### config.mk
export PLATFORM = sky130hd
export DESIGN_NAME = instruction_fetch_unit_flat
export DESIGN_NICKNAME = d
export VERILOG_FILES = /design/src/rtl/instruction_fetch_unit_if.sv /design/src/rtl/instruction_fetch_unit.sv /design/src/flat_wrapper.sv
export SDC_FILE = /design/constraint.sdc
export NUM_CORES = 1
export LEC_CHECK = 0
export ABC_AREA = 1
export BUFFER_PORTS_ARGS = -buffer_cell sky130_fd_sc_hd__buf_4
export CAP_MARGIN = 10
export CORE_MARGIN = 5
export CORE_UTILIZATION = 45
export CTS_CLUSTER_SIZE = 14
export DETAILED_ROUTE_END_ITERATION = 10
export PLACE_DENSITY = 0.75
export SYNTH_ARGS = -nofsm -noshare
export SYNTH_HDL_FRONTEND = slang
export SYNTH_SLANG_ARGS = --single-unit
### constraint.sdc
create_clock -name Clk -period 6.8 [get_ports Clk]
set_clock_uncertainty 0.1 [all_clocks]
set_input_delay 1.02 -clock Clk [delete_from_list [all_inputs] [get_ports Clk]]
set_output_delay 1.02 -clock Clk [all_outputs]
set_load 0.1 [all_outputs]
### src/rtl/instruction_fetch_unit_if.sv
// Instruction-memory fetch bus between the fetch unit and instruction memory.
//   ImemReq   : fetch request valid (fetch unit -> memory)
//   ImemAddr  : word-aligned fetch address (fetch unit -> memory)
//   ImemRdata : fetched word, valid while ImemAck=1 (memory -> fetch unit)
//   ImemAck   : memory returns ImemRdata this cycle (memory -> fetch unit)
interface instruction_fetch_unit_if #(
  parameter int ADDR_W = 32
);
  logic              ImemReq;
  logic [ADDR_W-1:0] ImemAddr;
  logic [31:0]       ImemRdata;
  logic              ImemAck;

  modport master (
    output ImemReq,
    output ImemAddr,
    input  ImemRdata,
    input  ImemAck
  );

  modport slave (
    input  ImemReq,
    input  ImemAddr,
    output ImemRdata,
    output ImemAck
  );
endinterface

### src/rtl/instruction_fetch_unit.sv
// Front end of the pipelined MIPS core. Owns the PC, issues word fetches over
// a req/ack handshake and presents the fetched word, its PC and PC+4 through
// the registered IF/ID stage. Decode stalls are absorbed by a one-entry skid
// buffer; Redirect reloads the PC and flushes the stage with a NOP.
// Ports:
//   Clk, Rst          : rising-edge clock, asynchronous active-high reset
//   Stall             : decode cannot accept, IF/ID outputs hold
//   Redirect          : taken branch/jump, load RedirectPC and flush
//   RedirectPC        : redirect target (low two bits ignored)
//   imem              : instruction-memory fetch bus (master side)
//   Instruction       : IF/ID instruction word
//   InstrPC, PCPlus4  : PC of Instruction and PC+4
//   InstrValid        : Instruction is a real fetched word
//
// state | meaning
// IDLE  | one cycle after reset, no request
// REQ   | request up, waiting for or taking acks
// HOLD  | skid full while decode stalls, request down
module instruction_fetch_unit #(
  parameter int                 ADDR_W    = 32,
  parameter logic [ADDR_W-1:0]  RESET_PC  = '0,
  parameter logic [31:0]        NOP_INSTR = 32'h0000_0000
) (
  input  logic                  Clk,
  input  logic                  Rst,
  input  logic                  Stall,
  input  logic                  Redirect,
  input  logic [ADDR_W-1:0]     RedirectPC,
  instruction_fetch_unit_if.master imem,
  output logic [31:0]           Instruction,
  output logic [ADDR_W-1:0]     InstrPC,
  output logic [ADDR_W-1:0]     PCPlus4,
  output logic                  InstrValid
);

  typedef enum logic [1:0] {IDLE, REQ, HOLD} state_t;

  localparam logic [ADDR_W-1:0] ALIGN_MASK = ~ADDR_W'(3);

  state_t            state_q, state_d;
  logic [ADDR_W-1:0] pc_q, pc_d, pc_plus4;
  logic [31:0]       instr_d;
  logic [ADDR_W-1:0] instr_pc_d, pc_plus4_d;
  logic              valid_d;
  logic [31:0]       skid_instr_q, skid_instr_d;
  logic [ADDR_W-1:0] skid_pc_q, skid_pc_d;
  logic              accept;

  assign imem.ImemAddr = pc_q & ALIGN_MASK;
  assign imem.ImemReq  = (state_q == REQ);
  assign accept        = imem.ImemReq & imem.ImemAck;
  // wraps modulo 2^ADDR_W
  assign pc_plus4      = pc_q + ADDR_W'(4);

  always_ff @(posedge Clk or posedge Rst) begin
    if (Rst) state_q <= IDLE;
    else     state_q <= state_d;
  end

  always_comb begin
    state_d      = state_q;
    pc_d         = pc_q;
    instr_d      = Instruction;
    instr_pc_d   = InstrPC;
    pc_plus4_d   = PCPlus4;
    valid_d      = InstrValid;
    skid_instr_d = skid_instr_q;
    skid_pc_d    = skid_pc_q;

    if (Redirect) begin
      // flush wins over stall and any same-cycle ack; the skid entry is
      // dropped simply by leaving HOLD, it is never read outside HOLD
      pc_d    = RedirectPC & ALIGN_MASK;
      instr_d = NOP_INSTR;
      valid_d = 1'b0;
      state_d = REQ;
    end else begin
      case (state_q)
        IDLE: state_d = REQ;
        REQ: begin
          if (!Stall) begin
            if (accept) begin
              instr_d    = imem.ImemRdata;
              instr_pc_d = pc_q;
              pc_plus4_d = pc_plus4;
              valid_d    = 1'b1;
              pc_d       = pc_plus4;
            end else begin
              instr_d = NOP_INSTR;
              valid_d = 1'b0;
            end
          end else if (accept) begin
            skid_instr_d = imem.ImemRdata;
            skid_pc_d    = pc_q;
            pc_d         = pc_plus4;
            state_d      = HOLD;
          end
        end
        HOLD: begin
          if (!Stall) begin
            instr_d    = skid_instr_q;
            instr_pc_d = skid_pc_q;
            pc_plus4_d = skid_pc_q + ADDR_W'(4);
            valid_d    = 1'b1;
            state_d    = REQ;
          end
        end
        default: state_d = IDLE;
      endcase
    end
  end

  always_ff @(posedge Clk or posedge Rst) begin
    if (Rst) begin
      pc_q         <= RESET_PC;
      Instruction  <= NOP_INSTR;
      InstrPC      <= '0;
      PCPlus4      <= '0;
      InstrValid   <= 1'b0;
      skid_instr_q <= NOP_INSTR;
      skid_pc_q    <= '0;
    end else begin
      pc_q         <= pc_d;
      Instruction  <= instr_d;
      InstrPC      <= instr_pc_d;
      PCPlus4      <= pc_plus4_d;
      InstrValid   <= valid_d;
      skid_instr_q <= skid_instr_d;
      skid_pc_q    <= skid_pc_d;
    end
  end

endmodule

### src/flat_wrapper.sv
// flat-port wrapper written by rule: the top's interface ports become plain ports
module instruction_fetch_unit_flat 
#(
  parameter int                 ADDR_W    = 32,
  parameter logic [ADDR_W-1:0]  RESET_PC  = '0,
  parameter logic [31:0]        NOP_INSTR = 32'h0000_0000
)
  (Clk, Rst, Stall, Redirect, RedirectPC, Instruction, InstrPC, PCPlus4, InstrValid, imem_ImemReq, imem_ImemAddr, imem_ImemRdata, imem_ImemAck);
  instruction_fetch_unit_if #(.ADDR_W(ADDR_W)) imem_i ();
  input  logic Clk;
  input  logic Rst;
  input  logic Stall;
  input  logic Redirect;
  input  logic [ADDR_W-1:0] RedirectPC;
  output logic [31:0] Instruction;
  output logic [ADDR_W-1:0] InstrPC;
  output logic [ADDR_W-1:0] PCPlus4;
  output logic InstrValid;
  output wire logic [$bits(imem_i.ImemReq)-1:0] imem_ImemReq;
  output wire logic [$bits(imem_i.ImemAddr)-1:0] imem_ImemAddr;
  input wire logic [$bits(imem_i.ImemRdata)-1:0] imem_ImemRdata;
  input wire logic [$bits(imem_i.ImemAck)-1:0] imem_ImemAck;
  assign imem_ImemReq = imem_i.ImemReq;
  assign imem_ImemAddr = imem_i.ImemAddr;
  assign imem_i.ImemRdata = imem_ImemRdata;
  assign imem_i.ImemAck = imem_ImemAck;
  instruction_fetch_unit #(.ADDR_W(ADDR_W), .RESET_PC(RESET_PC), .NOP_INSTR(NOP_INSTR)) u_core (.Clk(Clk), .Rst(Rst), .Stall(Stall), .Redirect(Redirect), .RedirectPC(RedirectPC), .imem(imem_i), .Instruction(Instruction), .InstrPC(InstrPC), .PCPlus4(PCPlus4), .InstrValid(InstrValid));
endmodule
==> flow_summary.yaml <==
power:
  p_comb_share_pct: 45.9
  power_density_mw_per_mm2: 407
  netSwitchingFraction_pct: 51.4
  p_leak_nw: 5.88
  p_int_mw: 2.36
  power_frac_clock_pct: 20.8
  power.switching_mw: 2.49
  peakVddDrop_v: 0.000191
  power.share.sequential_pct: 33.4
critical_path:
  worstReg2RegStart: "u_core.state_q[1]$_DFFE_PP0P_"
  r2r_cells: 8
  crit_chain: "buf_4, inv_2, nand2_1, inv_1, nand2_1, a32oi_1"
  crit_fanout: 68
  r2r_end: "u_core.PCPlus4[20]$_DFFE_PP0P_"
  critPathSlowestCell: "inv_2"
  slowest_delay_ns: 0.84
  cp-start-kind: "input pin"
  crit_top_cell: "nand2_1"
  crit_cells: 6
  worstSetupEndpointType: "register"
  crit_buf_inv: 3
  crit_family: "buffers and inverters"
  r2r_slack_ns: 3.78
  cp.arrival_ns: 3.99
  cp_data_required_time_ns: 7.05
  criticalPathCategory: "input pin to register"
cts:
  cts_resized: 0
  cts_hold_buffers: 0
  cts.sinks: 187
  cts_root_buffer: "clkbuf_16"
  cts_tree: "yes"
  h-tree-depth: 4
  clk_pin_slew_ns: 0.07
  numCtsBuffers: 17
  cts_buffer_depth: 2
  postCtsSetupBuffers: 0
  clock_insertion_delay_worst_skew_ns: 0.44
synth:
  ys_seq_area_share_pct: 47.4
  synth_seq_cells: 187
  yosysTopAreaCell: "dfrtp_1"
  yosys-top-cells-count: "nand2_1 (501), dfrtp_1 (187), nand3_1 (119), inv_1 (99), nor2_1 (92)"
  synth_most_common_cell: "nand2_1"
  synth_area_sq_mm: 0.00987
  synth_edf_count: 0
  synth_cell_types: 38
  synth_async_sr_flop_share_pct: 100
  avgSynthCellArea_sq_um: 7.53
  synth.area.top_cells: "dfrtp_1 (47%), nand2_1 (19%), nand3_1 (6.0%), inv_1 (3.8%), o21ai_0 (3.7%)"
  yosysWarnings: 0
  ys.flop_type: "dfrtp_1"
  synthCells: 1310
  synth.top_cell.area_share_pct: 47.4
sta:
  tns_ns: 0
  fin_crit_sh_pct: 55.1
  maxSlewViolCount: 0
  relSlewSlack_pct: 21.4
  fmax_mhz: 267
  final_hold_viol_count: 0
  final.min_clock_period_ns: 3.75
  worst_pin_slew_ns: 1.18
  rsz0062_at_grt: "false"
  finalSetupViolations: 0
  layout_setup_ws_ns: 3.05
placed_design:
  post-place-ws_ns: 2.61
  place_congestion: 0.954
  port_buffers: 190
  dp_hpwl_microns: 20200
routing:
  vias: 9418
  drcViolationCount: 0
  postRouteAntennaNets: 0
  viasPerCell: 5.38
  firstDrtPassIters: 5
  drtIter0Drc: 663
  wl_per_cell_microns: 16.9
  drt_wl_total_microns: 29600
die:
  die_area_sq_mm: 0.0250
  core_area_sq_mm: 0.0217
  rows: 54
  die_w_microns: 158
  fp.dieH_microns: 158
  initial_core_util_pct: 45.5
  ios: 199
min_path:
  min_from: "u_core.PCPlus4[30]$_DFFE_PP0P_"
  hold_class: "register to register"
  whs_endpoint: "u_core.PCPlus4[30]$_DFFE_PP0P_"
  whs_path_depth: 2
global_routing:
  grt_util_all_layers_pct: 23.9
  grt_max_degree: 125
  grt_pass1_wl_microns: 47600
  antenna_found_initial: 0
  grt-ovfl-total: 0
  grt_pass1_vias: 9046
final_layout:
  finish.net_count: 1530
  area_delta_synth_final_pct: 20.8
  n_antenna_cell: 0
  drive_above_1_share_pct: 18.4
outcome:
  status: "complete, no violations"
flow_run:
  drv_cap: 0
## cell families (layout without fill, tap and decap cells)
family | after synthesis | in the layout | share of synthesized area [%]
AO/OA/AOI/OAI | 171 | 171 | 10.3
other | 1 | 6 | 0.0380
flip-flops | 187 | 187 | 47.4
adder cells (fa/ha/maj) | 2 | 2 | 0.254
XOR/XNOR | 24 | 24 | 2.21
multiplexers | 2 | 2 | 0.228
buffers and inverters | 177 | 334 | 8.23
AND/OR/NAND/NOR | 746 | 746 | 31.3
## registers in the layout (all words and copies together) (netlist names)
| name | count |
|---|---|
| u_core.skid_pc_q | 30 |
| u_core.PCPlus4 | 30 |
| u_core.state_q | 2 |
| u_core.InstrValid | 1 |
| u_core.InstrPC | 30 |
| u_core.pc_q | 30 |
| u_core.Instruction | 32 |
| u_core.skid_instr_q | 32 |
## cell usage in the layout (no fill, tap or decap), types with 11 or more instances in the layout
cell type,netlist,layout
a31oi_1,31,31
buf_4,15,197
clkbuf_16,0,17
dfrtp_1,187,187
inv_1,99,98
nand2_1,501,501
nand3_1,119,119
nor2_1,92,91
nor2_2,12,12
nor2_4,10,11
o211ai_1,25,25
o21ai_0,73,73
o22ai_1,27,27
xor2_1,14,14
## power groups by stage
stage / Clock [mW] / Sequential (mW) / Combinational (mW)
floorplan: 0 / 2.85 / 0.503
finish: 1.01 / 1.62 / 2.23
CTS: 1.02 / 1.61 / 2.23
global placement: 0 / 1.63 / 2.21
global route: 1.07 / 1.65 / 2.34
detailed placement: 0 / 1.63 / 2.23
## area by class of cell
| cell class | instances | area, sq um |
|---|---|---|
| multi-input cells | 951 | 4410 |
| inverters | 104 | 398 |
| clock buffers | 17 | 425 |
| repair buffers | 198 | 1500 |
| fillers | 2065 | 9770 |
| well taps | 280 | 350 |
| flip-flops and latches | 187 | 4680 |
| clock inverters | 15 | 154 |
## per-layer routing
layer / vias up / GRT usage [%] / part of all wire, %
met5: - / 0 / 0
met4: 0 / 8.85 / 2.9
met3: 57 / 6.31 / 9.7
met2: 435 / 36.3 / 45
met1: 4445 / 33.0 / 42
li1: 4481 / - / -
## worst reg2reg max path, stage by stage (launching register included)
cell and delay [ns]:
dfrtp_1 0.40, nand2_2 0.08, buf_4 0.79, inv_1 0.72
buf_4 0.47, nand3_1 0.17, nand2_1 0.06, nand2_1 0.06
nand2_1 0.07
## how the worst max path moves through the flow
stage | start | endpoint | slack [ns]
floorplan | Rst | u_core.InstrPC[10]$_DFFE_PP0P_ | 0.59
global placement | Redirect | u_core.state_q[0]$_DFFE_PP0P_ | 2.65
detailed placement | Redirect | u_core.state_q[0]$_DFFE_PP0P_ | 2.61
CTS | Redirect | u_core.state_q[0]$_DFFE_PP0P_ | 3.05
global route | Redirect | u_core.state_q[0]$_DFFE_PP0P_ | 2.81
finish | Redirect | u_core.state_q[0]$_DFFE_PP0P_ | 3.05
## per-stage QoR
step                area, sq um  total power [mW]  cells  utilization (%)  hold WS [ns]
floorplan                  9880              3.35   1315                -         0.401
global placement          11300              3.83   1719             52.2         0.368
detailed placement        11300              3.86   1719             52.2         0.369
CTS                       11900              4.87   1751             54.8         0.388
global route              11900              5.07   1752             54.9         0.414
finish                    11900              4.85   1752             54.9         0.382
(Power assumes the default switching activity.)
